## src/rtl/noc_inject_arbiter.sv

```systemverilog
`default_nettype none
// ============================================================================
// Module   : noc_inject_arbiter
// Brief    : Packet-granular round-robin injection arbiter with credit-based
//            flow control into router local input port 0.
// Revision : 1.0
// ============================================================================
module noc_inject_arbiter #(
    parameter int NUM_REQ           = 4,
    parameter int DEST_WIDTH        = 4,
    parameter int FLIT_WIDTH        = 256,
    parameter int FLIT_BUFFER_DEPTH = 2
) (
    input  logic                                 clk,
    input  logic                                 rst,
    input  logic [NUM_REQ-1:0]                   req_valid,
    input  logic [NUM_REQ-1:0][FLIT_WIDTH-1:0]   req_data,
    input  logic [NUM_REQ-1:0][DEST_WIDTH-1:0]   req_dest,
    input  logic [NUM_REQ-1:0]                   req_is_tail,
    output logic [NUM_REQ-1:0]                   req_ready,
    output logic [FLIT_WIDTH-1:0]                data_out,
    output logic [DEST_WIDTH-1:0]                dest_out,
    output logic                                 is_tail_out,
    output logic                                 send_out,
    input  logic                                 credit_in,
    output logic [$clog2(NUM_REQ)-1:0]           grant_id,
    output logic                                 credit_err
);

    localparam int c_id_w  = $clog2(NUM_REQ);
    localparam int c_cnt_w = $clog2(FLIT_BUFFER_DEPTH + 1);

    localparam logic [c_cnt_w-1:0] c_cnt_max = c_cnt_w'(FLIT_BUFFER_DEPTH);
    localparam logic [c_id_w-1:0]  c_last_id = c_id_w'(NUM_REQ - 1);

    localparam logic [0:0] c_st_idle   = 1'b0;
    localparam logic [0:0] c_st_locked = 1'b1;

    logic [0:0]            r_state;
    logic [c_id_w-1:0]     r_own;
    logic [c_id_w-1:0]     r_ptr;
    logic [c_cnt_w-1:0]    r_cnt;
    logic                  r_credit_err;
    logic                  r_send;
    logic [FLIT_WIDTH-1:0] r_data;
    logic [DEST_WIDTH-1:0] r_dest;
    logic                  r_tail;
    logic [c_id_w-1:0]     r_gid;

    logic                  w_found;
    logic [c_id_w-1:0]     w_winner;
    logic [c_id_w-1:0]     w_cand;
    logic                  w_cnt_nz;
    logic [NUM_REQ-1:0]    w_ready;
    logic [c_id_w-1:0]     w_sel;
    logic                  w_accept;
    logic                  w_sel_tail;
    logic [c_id_w-1:0]     w_ptr_inc;
    logic [0:0]            w_state_nxt;
    logic [c_id_w-1:0]     w_own_nxt;
    logic [c_id_w-1:0]     w_ptr_nxt;
    logic [c_cnt_w-1:0]    w_cnt_nxt;
    logic                  w_err_set;

    assign w_cnt_nz = (r_cnt != '0);

    // First valid requester at or above r_ptr, wrapping around.
    always_comb begin
        w_found  = 1'b0;
        w_winner = '0;
        w_cand   = '0;
        for (int k = 0; k < NUM_REQ; k++) begin
            w_cand = c_id_w'((int'(r_ptr) + k) % NUM_REQ);
            if (!w_found && req_valid[w_cand]) begin
                w_found  = 1'b1;
                w_winner = w_cand;
            end
        end
    end

    always_comb begin
        w_ready = '0;
        w_sel   = w_winner;
        case (r_state)
            c_st_idle: begin
                if (w_cnt_nz && w_found) begin
                    w_ready[w_winner] = 1'b1;
                end
            end
            default: begin
                // Lock holds even if the owner drops valid mid-packet.
                w_sel          = r_own;
                w_ready[r_own] = w_cnt_nz;
            end
        endcase
    end

    assign w_accept   = |(req_valid & w_ready);
    assign w_sel_tail = req_is_tail[w_sel];
    assign w_ptr_inc  = (w_sel == c_last_id) ? '0 : w_sel + 1'b1;

    always_comb begin
        w_state_nxt = r_state;
        w_own_nxt   = r_own;
        w_ptr_nxt   = r_ptr;
        if (w_accept) begin
            if (w_sel_tail) begin
                w_state_nxt = c_st_idle;
                w_ptr_nxt   = w_ptr_inc;
            end else begin
                w_state_nxt = c_st_locked;
                w_own_nxt   = w_sel;
            end
        end
    end

    always_comb begin
        w_cnt_nxt = r_cnt;
        w_err_set = 1'b0;
        case ({w_accept, credit_in})
            2'b10: w_cnt_nxt = r_cnt - 1'b1;
            2'b01: begin
                if (r_cnt == c_cnt_max) begin
                    w_err_set = 1'b1;
                end else begin
                    w_cnt_nxt = r_cnt + 1'b1;
                end
            end
            default: w_cnt_nxt = r_cnt;
        endcase
    end

    always_ff @(posedge clk) begin
        if (rst) begin
            r_state      <= c_st_idle;
            r_own        <= '0;
            r_ptr        <= '0;
            r_cnt        <= c_cnt_max;
            r_credit_err <= 1'b0;
            r_send       <= 1'b0;
            r_data       <= '0;
            r_dest       <= '0;
            r_tail       <= 1'b0;
            r_gid        <= '0;
        end else begin
            r_state      <= w_state_nxt;
            r_own        <= w_own_nxt;
            r_ptr        <= w_ptr_nxt;
            r_cnt        <= w_cnt_nxt;
            r_credit_err <= r_credit_err | w_err_set;
            r_send       <= w_accept;
            if (w_accept) begin
                r_data <= req_data[w_sel];
                r_dest <= req_dest[w_sel];
                r_tail <= w_sel_tail;
                r_gid  <= w_sel;
            end
        end
    end

    assign req_ready   = w_ready;
    assign data_out    = r_data;
    assign dest_out    = r_dest;
    assign is_tail_out = r_tail;
    assign send_out    = r_send;
    assign grant_id    = r_gid;
    assign credit_err  = r_credit_err;

endmodule
`default_nettype wire

```

## config.mk

```make
export PLATFORM = sky130hd
export DESIGN_NAME = noc_inject_arbiter
export DESIGN_NICKNAME = d
export VERILOG_FILES = /design/src/rtl/noc_inject_arbiter.sv
export SDC_FILE = /design/constraint.sdc
export NUM_CORES = 1
export LEC_CHECK = 0
export ABC_CLOCK_PERIOD_IN_PS = 2400
export BUFFER_PORTS_ARGS = -buffer_cell sky130_fd_sc_hd__buf_2
export CORE_AREA = 2 2 521 523
export DETAILED_ROUTE_END_ITERATION = 6
export DIE_AREA = 0 0 523 525
export PLACE_DENSITY = 0.3
export RECOVER_POWER = 25
export SLEW_MARGIN = 20
export SYNTH_ARGS = -nofsm -noshare
export SYNTH_HDL_FRONTEND = slang
export SYNTH_SLANG_ARGS = --single-unit
```

## constraint.sdc

```tcl
create_clock -name clk -period 2.4 [get_ports clk]
set_input_delay 0 -clock clk [delete_from_list [all_inputs] [get_ports clk]]
set_output_delay 0 -clock clk [all_outputs]
set_load 0.01 [all_outputs]
```

==> metrics.md, run 1 <==
| Metric | Value |
|---|---|
| CTS root buffer | clkbuf_16 |
| Mapped Area | 0.0163 mm2 |
| Final #Nets | 6125 |
| Post-Synthesis Mean Instance Area | ~6.3 um2 |
| RSZ-0062 raised after global routing | true |
| Critical path launch point type | flip-flop |
| Largest net degree at the start of global routing | 114 |
| Fin Clk Skew | about 0.033 ns |
| Max stage delay on crit path | between 0.5 and 0.6 ns |
| Most used DFF post-synth | dfxtp_1 |
| Die X | approximately 520 um |
| CP Max Fanout | 69 |
| Synthesized instance count | ~2600 |
| GR Overflow Total | 0 |
| Most frequent cells in the layout | nand2_1, buf_2, dlygate4sd3_1 |
| Skew-Pair Late Insertion Delay | roughly 0.65 ns |
| Worst hold path class | in -> reg |
| Register bit total from synthesis | about 270 |
| Commonest non-fill, non-tap cell in the layout | nand2_1 |
| Initial core utilization | under 10% |
| CORE AREA | 0.269 mm2 |
| Synth area leader | dfxtp_1 |
| Drc violations | 0 |
| Outcome | complete, but fails checks |
| Routed wire length | 182000 um |
| Critical-path cell list | nor2b_4, or4_4, nand3_4, a21oi_4, and2_4, o31a_4, buf_12, a221o_1 |
| Syn nets | about 3700 |
| I/O Pins | roughly 1300 |
| Layout cell share with drive strength beyond 1 | approximately a third |
| Fin worst setup slack | -0.148 ns |
| Site Rows | about 190 |
| Share of synthesized registers carrying an async set or reset | 0% |
| Vias per inst | ~3.3 |
| Syn. warnings | 0 |
| Post-DRT Antenna Nets | 0 |
| Buffers on Ports | 1319 |
| Worst-margin pin slew | roughly 0.77 ns |
| Final critical-path share of the clock period | 106% |
| Initial DRC count | roughly 1500 |
| Final setup TNS | -15.10 ns |
| Num Clock Sinks | approximately 270 |
| Final hold violations | 0 |
| Yosys top cell area share | 33.3% |
| RePlAce Congestion | about 0.9 |
| Worst path slowest cell | or4_4 |
| Critical path required time | between 2 and 3 ns |
| PD cells | 1170 mW/mm2 |
| Final count of pins violating max slew | 0 |
| Max Cap Violations | 0 |
| Delay-heaviest family, CP | simple AND/OR/NAND/NOR gates |
| 1st-pass router iterations | 5 |
| Die Area | approximately 0.27 mm2 |
| WL/cell | between 20 and 25 um |
| Worst relative slew slack | between 40 and 50% |
| Pleak | around 20 nW |
| Area grow syn2layout | 162% |
| CTS clk-pin slew, worst paths | approximately 0.06 ns |
| Crit Path Class | reg -> reg |
| Initial antenna violation count | 116 |
| Clock buffer count from CTS | between 40 and 50 |
| H-tree depth | 2 |
| Vias in the first global route | 29900 |
| WP data arrival | between 3 and 4 ns |
| Clock buffer depth | 3 |
| Post-synth EDFFs | 0 |
| Failing checks | negative setup slack |
| HPWL after DPL | between 100000 and 150000 um |
| Total number of vias | roughly 30000 |
| GRT Util Overall | between 10% and 20% |
| Max Freq | 0.392 GHz |
| Die height | 525 um |
| Dpl ws | -0.350 ns |
| Netlist cell types | 45 |
| Setup violators final | 222 |
| VDD IR max | between 0.5 and 0.6 mV |
| CP endpoint kind | flip-flop |
| Most area-consuming cells after synthesis | dfxtp_1, nand2_1, a221o_1, nand3_1, a21oi_1 |
| Min Tclk post-route | 2.55 ns |
| WP buf/inv | 1 |
| First-pass GRT wire length | around 230000 um |
| CTS tree | built |
| Register area share after synthesis | about a third |
-- worst min-delay path: stages --
cell and delay [ns]:
buf_2 0.11, nand2_2 0.09, nand2_1 0.14, buf_4 0.17, a221o_1 0.14
-- worst paths after layout --
kind / from / end / slack, ns / depth (start not counted)
worst max-delay path: r_ptr[0]$_SDFFE_PP0P_ / data_out[2]$_SDFFE_PP0P_ / -0.15 / 8
worst min-delay path: req_data[770] / data_out[2]$_SDFFE_PP0P_ / 0.05 / 5
worst max register to register: r_ptr[0]$_SDFFE_PP0P_ / data_out[2]$_SDFFE_PP0P_ / -0.15 / 8
worst min register to register: data_out[53]$_SDFFE_PP0P_ / data_out[53]$_SDFFE_PP0P_ / 0.45 / 2
-- area by class of cell --
cell class | instances | area [um2]
clock buffers | 61 | 1250
diodes | 45 | 113
clock inverters | 15 | 268
flip-flops and latches | 272 | 5450
well taps | 3570 | 4470
repair buffers | 2646 | 20800
repair inverters | 3 | 57.6
inverters | 7 | 55.1
multi-input cells | 2100 | 10300
fillers | 30900 | 227000
-- report_power, final --
group          total [W]  switching (W)  leakage (nW)  internal, W
registers        0.00752        0.00109          2.25      0.00643
clock network    0.00715        0.00278         0.746      0.00437
logic             0.0355         0.0206          16.5       0.0148
total             0.0501         0.0245          19.5       0.0256
-- sequential cells by signal, indices dropped and copies added, names as in the netlist --
register,cells
credit_err,1
r_own,2
is_tail_out,1
r_ptr,2
r_state,1
send_out,1
dest_out,4
data_out,256
r_cnt,2
grant_id,2
-- cells by family (layout without fill, tap and decap cells) --
group | Yosys count | count (layout) | share of synthesized area [%]
AOI/OAI and AO/OA | 456 | 456 | 19.6
xor gates and xnor gates | 1 | 1 | 0.0536
adders and majority gates | 1 | 1 | 0.0766
buffers and inverters | 234 | 2732 | 6.41
DFF | 272 | 272 | 33.3
muxes | 6 | 6 | 0.383
other | 0 | 45 | 0
and+or+nand+nor | 1636 | 1636 | 40.2
-- synth_stat cells (2+ instances only) --
library cell  number
nor2b_1            4
buf_4              9
a21oi_2            3
nand3_1          296
inv_2              2
nand2b_1           2
nor2_1            13
a211oi_1           3
dfxtp_1          272
buf_6              9
inv_1              5
mux2_2             2
nor3_1             3
nand2_1         1310
o21ai_0            2
and2_1             2
clkbuf_1         144
a21oi_1          269
a221o_1          162
buf_2             54
mux2i_1            4
a221oi_1           3
buf_1             11
-- stage by stage --
stage,power (W),utilization (%),hold WS [ns],cell area [um2],cells
after floorplan,0.0213,-,0.194,16300,2606
after global placement,0.0367,10.7,0.284,28800,7487
after detailed placement,0.0365,10.7,0.283,28800,7487
after CTS,0.0479,15.5,0.0118,41700,8639
after global routing,0.0537,15.9,0.00277,42800,8698
final,0.0501,15.9,0.0480,42800,8719
-- routing by layer --
metal / track usage (%) / wire [um] / vias to the layer above
li1: - / - / 13800
met1: 14.6 / 77300 / 13600
met2: 20.6 / 84200 / 1400
met3: 2.86 / 12400 / 301
met4: 5.20 / 7780 / 48
met5: 0 / 304 / -
-- what timing repair did --
item / 4_1_cts / 5_1_grt
pin swaps: 74 / 30
cloned: 12 / 18
endpoints found under the hold margin: 272 / 0
buffers inserted: 19 / 18
gates resized for setup: 78 / 135
setup endpoints to repair: 270 / 268
hold buffers: 1046 / 0
No activity file was read; power rests on OpenSTA's default activity.
==> inputs of run 2 (changes only) <==
--- a/config.mk
+++ b/config.mk
@@ -11,7 +11,7 @@
 export DETAILED_ROUTE_END_ITERATION = 6
 export DIE_AREA = 0 0 523 525
 export PLACE_DENSITY = 0.3
-export RECOVER_POWER = 25
+export RECOVER_POWER = 50
 export SLEW_MARGIN = 20
 export SYNTH_ARGS = -nofsm -noshare
 export SYNTH_HDL_FRONTEND = slang
==> run 2 against run 1 <==
  * The run still ends with negative setup slack left
  * Worst hold slack worse by 0.023 ns
  * First-iteration DRC count is 1.5% higher
  * Non-clock buffer count stayed put
  * Clock-buffer cell count stayed put
  * Sequential power hardly changed
  * Clock power hardly changed
  * Critical path type unchanged
  * Combinational power hardly changed
  * Largest cell class unchanged
==> metrics.md, run 2 (same netlist as run 1, synthesis figures left out) <==
| Metric | Value |
|---|---|
| Outcome | complete, but fails checks |
| Failing checks | negative setup slack |
| CP endpoint kind | flip-flop |
| Fin Clk Skew | 0.0335 ns (+0.000262 ns) |
| Max stage delay on crit path | 0.56 ns (about the same) |
| WL/cell | 20.9 um (about the same) |
| Worst hold path class | in -> reg |
| Largest net degree at the start of global routing | 114 (unchanged) |
| CP Max Fanout | 69 (unchanged) |
| Cells on worst reg2reg path | 8 (unchanged) |
| I/O Pins | 1320 (unchanged) |
| Most frequent cells in the layout | nand2_1, buf_2, dlygate4sd3_1 |
| Vias per inst | 3.35 (about the same) |
| Worst relative slew slack | 48.3% (-0.093 points) |
| GR Overflow Total | 0 (unchanged) |
| Commonest non-fill, non-tap cell in the layout | nand2_1 |
| Vias in the first global route | 29900 (unchanged) |
| Setup violators final | 220 (-0.90%) |
| CTS tree | built |
| Fill cells | 30900 (+0.11%) |
| Clock buffer count from CTS | 43 (unchanged) |
| Worst path slowest cell | or4_4 |
| Initial antenna violation count | 116 (unchanged) |
| RePlAce Congestion | 0.902 (unchanged) |
| Clock buffer depth | 3 (unchanged) |
| Hold_ws | 0.0247 ns (-0.0233 ns) |
| Skew-Pair Late Insertion Delay | 0.65 ns (about the same) |
| Die X | 523 um (unchanged) |
| Crit Path Class | reg -> reg |
| HPWL after DPL | 144000 um (unchanged) |
| Area grow syn2layout | 161% |
| Die Area | 0.275 mm2 (unchanged) |
| Layout cell share with drive strength beyond 1 | 32.4% (-1.3 points) |
| GRT Util Overall | 12.2% (unchanged) |
| Critical path required time | 2.93 ns (about the same) |
| Critical-path cell list | nor2b_4, or4_4, nand3_4, a21oi_4, and2_4, o31a_4, buf_12, a221o_1 |
| Number of flip-flops under the largest register name | 256 (unchanged) |
| Routed wire length | 182000 um (about the same) |
| Layout Utilization | 15.9% (-0.037 points) |
| Worst r2r src | r_ptr[0]$_SDFFE_PP0P_ |
| Worst-margin pin slew | 0.776 ns (+0.00139 ns) |
| Max Cap Violations | 0 (unchanged) |
| Final #Nets | 6125 (unchanged) |
| Drc violations | 0 (unchanged) |
| Initial DRC count | 1569 (+1.5%) |
| Hold Path Depth | 5 (unchanged) |
| H-tree depth | 2 (unchanged) |
| CORE AREA | 0.269 mm2 (unchanged) |
| Num Clock Sinks | 272 (unchanged) |
| Total number of vias | 29200 (-0.082%) |
| Die height | 525 um (unchanged) |
| VDD IR max | 0.582 mV (about the same) |
| Final Power | 0.0500 W (-0.28%) |
| Area of the multi-input gates | 0.0103 mm2 (unchanged) |
| Critical path launch point type | flip-flop |
| CTS clk-pin slew, worst paths | 0.06 ns (about the same) |
| Final critical-path share of the clock period | 107% (+0.46 points) |
| First-pass GRT wire length | 233000 um (unchanged) |
| CTS root buffer | clkbuf_16 |
| PD cells | 1170 mW/mm2 (about the same) |
| Max Freq | 0.391 GHz (-0.43%) |
| Buffers on Ports | 1319 (unchanged) |
| Site Rows | 191 (unchanged) |
| 1st-pass router iterations | 5 (unchanged) |
| Hold path start | req_data[770] |
| Fin worst setup slack | -0.160 ns (-0.0111 ns) |
| Pleak | 19.3 nW (-1.3%) |
| WP data arrival | 3.08 ns (about the same) |
| Register area | 0.00545 mm2 (unchanged) |
| Min Tclk post-route | 2.56 ns (+0.0111 ns) |
| RSZ-0062 raised after global routing | true |
| Final count of pins violating max slew | 0 (unchanged) |
| Start point of the critical path | r_ptr[0]$_SDFFE_PP0P_ |
| Initial core utilization | 6.07% (unchanged) |
| Final hold violations | 0 (unchanged) |
| Post-DRT Antenna Nets | 0 (unchanged) |
[run 2: cell count changes in the layout (fill, tap and decap cells not counted), sizes merged]
| cell | change |
|---|---|
| diode | -6 |
| clkbuf | +68 |
| buf | -68 |
[run 2: timing repair]
action | in CTS | in global routing
hold buffers | 1046 | 0
cloned | 12 | 18
setup endpoints to repair | 270 | 268
pin swaps | 74 | 30
setup buffers | 19 | 18
endpoints found under the hold margin | 272 | 0
resized for setup | 78 | 135
[run 2: through the flow]
stage	area, um2	TNS, ns	instances	setup WS [ns]
after floorplan	16300	0	2606	0.141
after global placement	28800	-43.55	7487	-0.329
after detailed placement	28800	-45.55	7487	-0.350
after CTS	41700	-15.97	8639	-0.117
after global routing	42700	-35.24	8698	-0.185
final	42700	-15.76	8713	-0.160
[run 2: worst max-delay path, delay by kind of cell (launching register included)]
| family | cells | cell delay, ns |
|---|---|---|
| AO/OA/AOI/OAI | 3 | 0.81 |
| flip-flops | 1 | 0.36 |
| buffers and inverters | 1 | 0.17 |
| AND/OR/NAND/NOR | 4 | 0.90 |
[run 2: cell type report]
cell class / count / area share, %
flip-flops and latches: 272 / 12.8
clock inverters: 15 / 0.627
multi-input cells: 2100 / 24.1
repair buffers: 2646 / 48.6
diodes: 39 / 0.228
clock buffers: 61 / 2.93
inverters: 7 / 0.129
repair inverters: 3 / 0.135
well taps: 3570 / 10.5
[run 2: final timing paths]
kind         slack [ns]                   endpoint
max               -0.16  data_out[35]$_SDFFE_PP0P_
min                0.02   data_out[2]$_SDFFE_PP0P_
max reg2reg       -0.16  data_out[35]$_SDFFE_PP0P_
min reg2reg        0.45  data_out[53]$_SDFFE_PP0P_
[run 2: where the power goes]
group	switching, W	total [W]	internal, W
logic	0.0206	0.0353	0.0147
registers	0.00111	0.00754	0.00643
clock network	0.00278	0.00715	0.00437
total	0.0245	0.0500	0.0255
[run 2: layer usage]
layer	wire length, um	GRT usage [%]	vias to the layer above
li1	-	-	13800
met1	77400	14.6	13600
met2	83900	20.6	1387
met3	12100	2.86	311
met4	8070	5.20	50
met5	318	0	-
==> inputs of run 3 (changes only) <==
--- a/config.mk
+++ b/config.mk
@@ -12,6 +12,8 @@
 export DIE_AREA = 0 0 523 525
 export PLACE_DENSITY = 0.3
 export RECOVER_POWER = 50
+export SETUP_SLACK_MARGIN = 0.1
+export SKIP_LAST_GASP = 1
 export SLEW_MARGIN = 20
 export SYNTH_ARGS = -nofsm -noshare
 export SYNTH_HDL_FRONTEND = slang
==> run 3 against run 2 <==
  * The run still ends with negative setup slack left
  * Clock-buffer cell count is the same
  * Clock power about the same
  * Sequential share of layout area is 0.12 points higher
  * Clock skew is 0.0032 ns lower
  * Worst hold slack better by 0.059 ns
  * Sequential power about the same
  * First-iteration DRC count fell by 4.2%
  * Flip-flop and latch count did not move
==> metrics.md, run 3 (same netlist as run 1, synthesis figures left out) <==
| Metric | Value |
|---|---|
| Final Power | 0.0490 W (-1.9%) |
| CTS clk-pin slew, worst paths | 0.06 ns (about the same) |
| Critical path launch point type | flip-flop |
| Number of flip-flops under the largest register name | 256 (unchanged) |
| PD cells | 1160 mW/mm2 (-0.99%) |
| Non-Filler Instances | 8705 (-0.092%) |
| GR Overflow Total | 0 (unchanged) |
| Total number of vias | 29000 (-0.40%) |
| Final count of pins violating max slew | 0 (unchanged) |
| Crit Path Class | reg -> reg |
| R2R Path End | data_out[2]$_SDFFE_PP0P_ |
| Drc violations | 0 (unchanged) |
| Fill cells | 31000 (+0.045%) |
| CTS root buffer | clkbuf_16 |
| Final setup TNS | -16.31 ns (-0.547 ns) |
| Min Tclk post-route | 2.54 ns (-0.0202 ns) |
| Setup violators final | 242 (+10%) |
| CP Max Fanout | 69 (unchanged) |
| Failing checks | negative setup slack |
| Site Rows | 191 (unchanged) |
| Skew-Pair Late Insertion Delay | 0.64 ns (about the same) |
| R2r setup slk | -0.14 ns (+0.02 ns) |
| Worst r2r src | r_ptr[0]$_SDFFE_PP0P_ |
| Clock buffer count from CTS | 43 (unchanged) |
| Worst-margin pin slew | 0.736 ns (-0.0400 ns) |
| Die Area | 0.275 mm2 (unchanged) |
| Die height | 525 um (unchanged) |
| Fin worst setup slack | -0.139 ns (+0.0202 ns) |
| Layout cell share with drive strength beyond 1 | 31.1% (-1.4 points) |
| Initial core utilization | 6.07% (unchanged) |
| Fin Clk Skew | 0.0303 ns (-0.00324 ns) |
| Vias in the first global route | 30000 (+0.12%) |
| CTS tree | built |
| Worst hold path class | in -> reg |
| Layout Utilization | 15.7% (-0.15 points) |
| First-pass GRT wire length | 234000 um (+0.32%) |
| CP endpoint | data_out[2]$_SDFFE_PP0P_ |
| Start point of the critical path | r_ptr[0]$_SDFFE_PP0P_ |
| H-tree depth | 2 (unchanged) |
| Largest net degree at the start of global routing | 114 (unchanged) |
| Initial antenna violation count | 113 (-2.6%) |
| Buffers on Ports | 1319 (unchanged) |
| Routed wire length | 180000 um (-0.81%) |
| Final critical-path share of the clock period | 106% (-0.84 points) |
| Worst relative slew slack | 51.0% (+2.7 points) |
| Clock buffer depth | 3 (unchanged) |
| Cells on worst reg2reg path | 8 (unchanged) |
| VDD IR max | 0.574 mV (-1.4%) |
| Final #Nets | 6116 (-0.15%) |
| GRT Util Overall | 12.2% (+0.046 points) |
| Final hold violations | 0 (unchanged) |
| RePlAce Congestion | 0.902 (unchanged) |
| I/O Pins | 1320 (unchanged) |
| Area grow syn2layout | 159% |
| WL/cell | 20.7 um (-0.72%) |
| Outcome | complete, but fails checks |
| Num Clock Sinks | 272 (unchanged) |
| Max Freq | 0.394 GHz (+0.79%) |
| Post-DRT Antenna Nets | 0 (unchanged) |
| Hold Path Depth | 5 (unchanged) |
| 1st-pass router iterations | 5 (unchanged) |
| Placed Cells | 7487 (unchanged) |
| CORE AREA | 0.269 mm2 (unchanged) |
| Critical path required time | 2.93 ns (about the same) |
| Pleak | 19.2 nW (-0.54%) |
| Vias per inst | 3.34 (-0.31%) |
| WP data arrival | 3.07 ns (about the same) |
| Most frequent cells in the layout | nand2_1, buf_2, dlygate4sd3_1 |
| HPWL after DPL | 144000 um (unchanged) |
| Die X | 523 um (unchanged) |
| Max Cap Violations | 0 (unchanged) |
| Initial DRC count | 1503 (-4.2%) |
| CP endpoint kind | flip-flop |
| RSZ-0062 raised after global routing | true |
| Commonest non-fill, non-tap cell in the layout | nand2_1 |
-- run 3: changes by cell type in the layout (fill, tap and decap cells not counted), sizes merged --
cell,previous run,this run
bufbuf,5,7
buf,1447,1437
clkbuf,209,208
diode,39,40
-- run 3: per-stage QoR --
stage / hold slack (ns) / worst slack (ns) / instance area, um2
2_1_floorplan: 0.194 / 0.141 / 16300
3_3_place_gp: 0.284 / -0.329 / 28800
3_5_place_dp: 0.283 / -0.350 / 28800
4_1_cts: 0.0118 / -0.117 / 41700
5_1_grt: 0.0540 / -0.200 / 42300
6_report: 0.0840 / -0.139 / 42300
-- run 3: worst min-delay path by stage --
stage	start	to
floorplan	credit_in	r_cnt[1]$_SDFFE_PP1P_
global placement	rst	grant_id[1]$_SDFFE_PP0P_
detailed placement	rst	grant_id[1]$_SDFFE_PP0P_
CTS	req_data[770]	data_out[2]$_SDFFE_PP0P_
global route	req_data[770]	data_out[2]$_SDFFE_PP0P_
finish	req_data[770]	data_out[2]$_SDFFE_PP0P_
-- run 3: layer usage --
| layer | wire length, um | vias up | track usage [%] |
|---|---|---|---|
| met4 | 8810 | 42 | 5.42 |
| met2 | 82500 | 1392 | 20.5 |
| li1 | - | 13800 | - |
| met1 | 76400 | 13500 | 14.7 |
| met3 | 12200 | 295 | 2.82 |
| met5 | 271 | - | 0 |
-- run 3: report_power, final --
| group | switching [W] | internal, W |
|---|---|---|
| Clock | 0.00278 | 0.00437 |
| Sequential | 0.00110 | 0.00643 |
| Combinational | 0.0201 | 0.0142 |
| Total | 0.0240 | 0.0250 |
-- run 3: worst max-delay path: stages (launching register included) --
cell and delay, ns:
dfxtp_4 0.36, nor2b_4 0.05, or4_4 0.56, nand3_4 0.11, a21oi_4 0.07, and2_1 0.19
o31a_4 0.32, buf_12 0.17, a221o_1 0.44
-- run 3: layout make-up --
cell class / instances / area [um2] / area share, %
repair buffers: 2637 / 20600 / 48.6
clock inverters: 15 / 268 / 0.633
multi-input cells: 2100 / 10100 / 23.8
flip-flops and latches: 272 / 5450 / 12.9
well taps: 3570 / 4470 / 10.6
diodes: 40 / 100 / 0.237
clock buffers: 61 / 1250 / 2.96
inverters: 7 / 55.1 / 0.130
repair inverters: 3 / 50.0 / 0.118
-- run 3: repair_timing --
item | CTS | global route
setup buffers | 20 | 8
setup endpoints to repair | 275 | 275
pin swaps | 45 | 58
gates cloned | 13 | 16
endpoints found under the hold margin | 272 | 0
gates resized for setup | 73 | 59
hold buffers | 1046 | 0
